--- config.mk ---
export PLATFORM = sky130hd
export DESIGN_NAME = crc_frame_writer
export DESIGN_NICKNAME = d
export VERILOG_FILES = /design/src/rtl/crc_frame_writer.sv
export SDC_FILE = /design/constraint.sdc
export NUM_CORES = 1
export LEC_CHECK = 0
export ABC_AREA = 1
export CAP_MARGIN = 20
export CELL_PAD_IN_SITES_DETAIL_PLACEMENT = 0
export CELL_PAD_IN_SITES_GLOBAL_PLACEMENT = 1
export CORE_MARGIN = 1.5
export CORE_UTILIZATION = 36
export DETAILED_ROUTE_END_ITERATION = 12
export GPL_TIMING_DRIVEN = 0
export PLACE_DENSITY_LB_ADDON = 0.1
export SKIP_CTS_REPAIR_TIMING = 1
export SLEW_MARGIN = 5
export SYNTH_ARGS = -nofsm -noshare
export SYNTH_HDL_FRONTEND = slang
export SYNTH_SLANG_ARGS = --single-unit
--- constraint.sdc ---
create_clock -name clk50m -period 2.35 [get_ports clk50m]
set_input_delay 0.3525 -clock clk50m [delete_from_list [all_inputs] [get_ports clk50m]]
set_output_delay 0.3525 -clock clk50m [all_outputs]
set_load 0.01 [all_outputs]
--- src/rtl/crc_frame_writer.sv ---
// Byte-stream frame writer: stores payload bytes from address 0, computes CRC-16/USB
// on the fly and appends the inverted CRC (low byte first) directly after the payload.
module crc_frame_writer #(
  parameter int ADDR_W  = 10,
  parameter int MAX_LEN = 1022
) (
  input  logic              clk50m,
  input  logic              rst_n,
  input  logic              frm_start,
  input  logic [7:0]        din,
  input  logic              din_valid,
  input  logic              din_last,
  output logic              din_ready,
  output logic [ADDR_W-1:0] mem_addr,
  output logic [7:0]        mem_wdata,
  output logic              mem_we,
  output logic [15:0]       crc_out,
  output logic [ADDR_W-1:0] frm_len,
  output logic              frm_done,
  output logic              frm_err
);

  typedef enum logic [2:0] {
    S_IDLE,
    S_DATA,
    S_CRC_LO,
    S_CRC_HI,
    S_DONE
  } state_t;

  localparam logic [ADDR_W-1:0] LEN_LIMIT = ADDR_W'(MAX_LEN);
  localparam logic [ADDR_W-1:0] ONE       = ADDR_W'(1);

  state_t            state, state_nxt;
  logic [ADDR_W-1:0] count;
  logic [ADDR_W-1:0] count_inc;
  logic [15:0]       crc;
  logic [15:0]       crc_nxt;
  logic              accept;
  logic              at_limit;

  // Reflected CRC-16 (poly 0xA001), one full byte per clock.
  function automatic logic [15:0] crc16_byte(input logic [15:0] c, input logic [7:0] d);
    logic [15:0] r;
    r = c ^ {8'h00, d};
    for (int unsigned i = 0; i < 8; i++) begin
      r = r[0] ? ((r >> 1) ^ 16'hA001) : (r >> 1);
    end
    return r;
  endfunction

  assign din_ready = (state == S_DATA);
  assign accept    = din_valid & din_ready;
  assign count_inc = count + ONE;
  assign at_limit  = (count_inc == LEN_LIMIT);
  assign crc_nxt   = crc16_byte(crc, din);

  always_ff @(posedge clk50m or negedge rst_n) begin
    if (!rst_n) begin
      state <= S_IDLE;
    end else begin
      state <= state_nxt;
    end
  end

  always_comb begin
    state_nxt = state;
    case (state)
      S_IDLE:   if (frm_start) state_nxt = S_DATA;
      S_DATA:   if (accept && (din_last || at_limit)) state_nxt = S_CRC_LO;
      S_CRC_LO: state_nxt = S_CRC_HI;
      S_CRC_HI: state_nxt = S_DONE;
      S_DONE:   state_nxt = S_IDLE;
      default:  state_nxt = S_IDLE;
    endcase
  end

  always_ff @(posedge clk50m or negedge rst_n) begin
    if (!rst_n) begin
      count     <= '0;
      crc       <= '0;
      mem_addr  <= '0;
      mem_wdata <= '0;
      mem_we    <= 1'b0;
      crc_out   <= '0;
      frm_len   <= '0;
      frm_done  <= 1'b0;
      frm_err   <= 1'b0;
    end else begin
      mem_we   <= 1'b0;
      frm_done <= 1'b0;
      case (state)
        S_IDLE: begin
          if (frm_start) begin
            crc     <= '1;
            count   <= '0;
            frm_err <= 1'b0;
          end
        end
        S_DATA: begin
          if (accept) begin
            mem_we    <= 1'b1;
            mem_addr  <= count;
            mem_wdata <= din;
            count     <= count_inc;
            crc       <= crc_nxt;
            if (at_limit && !din_last) frm_err <= 1'b1;
          end
        end
        // count already equals the payload length here
        S_CRC_LO: begin
          mem_we    <= 1'b1;
          mem_addr  <= count;
          mem_wdata <= ~crc[7:0];
        end
        S_CRC_HI: begin
          mem_we    <= 1'b1;
          mem_addr  <= count_inc;
          mem_wdata <= ~crc[15:8];
        end
        S_DONE: begin
          crc_out  <= ~crc;
          frm_len  <= count;
          frm_done <= 1'b1;
        end
        default: ;
      endcase
    end
  end

endmodule
==> flow_summary.toml <==
[outcome]
outcome = "completed"

[setup_path]
max_stage_delay_ns = 0.54
critPathMaxFanout = 5
path_cells = "nor2_4 > nand2_4 > inv_1 > clkdlybuf4s50_1"
required_ns = 2.00
reg2reg_depth = 14
reg2reg_from = "count[0]"
cp-end-kind = "output port"
crit_path_top_delay_cell = "clkdlybuf4s50_1"
cp_data_arrival_time_ns = 1.65
critPathLaunch = "state[2]"
worstSetupPathType = "reg -> out"
critPathLaunchType = "flop"

[yosys]
yosysTopAreaCellShare_pct = 52.2
synth_area_leader_cell = "dfrtp_1"
syn-cell-area_um2 = 3640
avgSynthCellArea_um2 = 8.21
ys_seq_elements = 76
synth_cell_types = 33
syn_inst = 444
yosysWarningCount = 0
synth_nets = 459
netlist_top_cells_area = "dfrtp_1, nand2_1, inv_1"
seq_area_frac_synth_pct = 52.2

[grt]
grt_pass1_vias = 3052
grt_use_total_pct = 19.5
grt_max_degree = 60
grt_pass1_wl_um = 16300
grt_remaining_overflow = 0
antenna_found_initial = 0

[power_and_ir_drop]
ir_drop_mv = 0.486
leakage_nw = 2.13
p_total_mw = 6.07
powerDensity_nw_per_um2 = 1320

[route]
ant_nets = 0
routed_wl_um = 10100
first_pass_iters = 4
vias = 3207
drt_iter0_drc = 137
drc = 0
viasPerCell = 4.91
wire_per_inst_um = 15.4

[placed_design]
place_congestion = 0.810
place_area_um2 = 4440
place_inst = 638
pre_cts_ws_ns = 0.204
hpwlAfterDp_um = 7260
port_buffers = 60

[layout]
diodes = 0
areaGrowthSynthToFinish_pct = 26.3
nNetsFinal = 532
layout.cells.non_filler = 653
finalInstanceArea_um2 = 4600
drive_gt1_share_pct = 6.73
layout.core_utilization_pct = 47.1

[cts]
tritoncts = "done"
clock_path_buffers = 2
cts_root_buffer = "clkbuf_8"
htreeDepth = 3
clk_latency_ns = 0.35
cts.clk_slew.worst_paths_ns = 0.08
clock-sinks = 76
cts_made_buffers = 9

[timing]
maxSlewHeadroom_pct = 54.7
finalHoldViolations = 0
finalSetupViolCount = 0
period_share_pct = 85.0
setup_slack_ns = 0.351
rsz0062_at_grt = "false"
fin_tns_setup_ns = 0
drv_slew = 0
max_freq_mhz = 500
fin_hold_ws_ns = 0.416
worstMarginPinSlew_ns = 0.680
skew_ns = 0.00629
min_period_ns = 2.00

[floorplanning]
coreArea_um2 = 9770
ioPinCount = 61
dieWidth_um = 104
die-area_um2 = 10700
initial_core_util_pct = 37.3
die_h_um = 104
row_count = 36

[job]
maxCapViolCount = 0

[hold_path]
min_path_type = "in -> async"
-- cell type report --
class | count | area, um2
sequential | 76 | 1900
multi-input combinational | 302 | 1480
inverter | 51 | 191
clock inverter | 3 | 15.0
timing repair buffer | 62 | 636
clock buffer | 11 | 141
buffer | 15 | 75.1
fill | 994 | 5170
tap | 133 | 166
-- power breakdown --
part	total, mW	internal (mW)	switching, mW	leakage (nW)
Combinational	3.01	1.30	1.71	1.11
Sequential	2.19	1.82	0.369	0.933
Clock	0.866	0.396	0.470	0.0848
-- cell families (layout without fill, tap and decap cells) --
logic type,Yosys count,count (layout),share of synthesized area [%]
simple gates,206,206,23.9
xor+xnor,9,9,2.16
flops,76,76,52.2
buf+inv,66,142,7.31
compound gates,85,85,13.7
fa+ha+maj,2,2,0.687
-- sequential cells by signal, summed over array words and instances (netlist names) --
name	flops
mem_addr	10
count	10
crc	16
frm_len	10
mem_wdata	8
state	3
frm_err	1
crc_out	16
mem_we	1
frm_done	1
-- worst max-delay path, delay by kind of cell, from the launching register on --
family	cells	cell delay [ns]
simple gates	2	0.26
flops	1	0.42
buf+inv	2	0.62
-- final timing paths --
| check | end | slack [ns] |
|---|---|---|
| setup / recovery | din_ready | 0.35 |
| hold / removal | frm_done | 0.42 |
| setup reg to reg | state[0] | 0.39 |
| hold reg to reg | frm_err | 0.48 |
| max in group asynchronous | count[1] | 1.35 |
| min in group clk50m | frm_err | 0.48 |
-- synth_stat cells --
master    count
buf_1         1
xnor2_1       3
nor2_4        1
a31oi_1      10
xor2_1        6
nand3_4       1
dfrtp_1      76
or2_2         1
nand3_1      22
a32oi_1       4
nand2_1     132
a21oi_2       1
nor3_1        2
o21ai_0      32
buf_4         2
nor2_2        2
nand3_2       1
clkbuf_1      8
a21oi_1      12
ha_1          2
buf_2         3
buf_6         1
inv_2         3
nor2_8        1
nor3_2        1
o21ai_2       1
a22oi_1       7
nand2_4       1
nand4_1       1
o22ai_1      18
inv_1        47
nor2_1       40
clkinv_1      1
-- cell usage in the layout, fill, tap and decap left out, types with 2 or more instances in the layout --
| cell type | instances |
|---|---|
| nand2_1 | 132 |
| a22oi_1 | 7 |
| nand3_1 | 22 |
| a31oi_1 | 10 |
| clkinv_2 | 3 |
| dfrtp_1 | 76 |
| clkbuf_8 | 10 |
| a21oi_1 | 12 |
| nor3_1 | 2 |
| inv_1 | 47 |
| o22ai_1 | 18 |
| buf_4 | 3 |
| nor2_1 | 40 |
| xor2_1 | 6 |
| inv_2 | 3 |
| clkdlybuf4s50_1 | 59 |
| buf_2 | 3 |
| nor2_2 | 2 |
| o21ai_0 | 32 |
| ha_1 | 2 |
| xnor2_1 | 3 |
| clkbuf_1 | 9 |
| a32oi_1 | 4 |
-- layer usage --
| metal | GRT usage (%) | part of all wire [%] | vias up |
|---|---|---|---|
| li1 | - | - | 1593 |
| met1 | 29.5 | 51 | 1522 |
| met2 | 28.0 | 42 | 85 |
| met3 | 4.66 | 5.9 | 7 |
| met4 | 4.46 | 0.98 | 0 |
| met5 | 0 | 0 | - |
No activity file was read; power rests on OpenSTA's default activity.
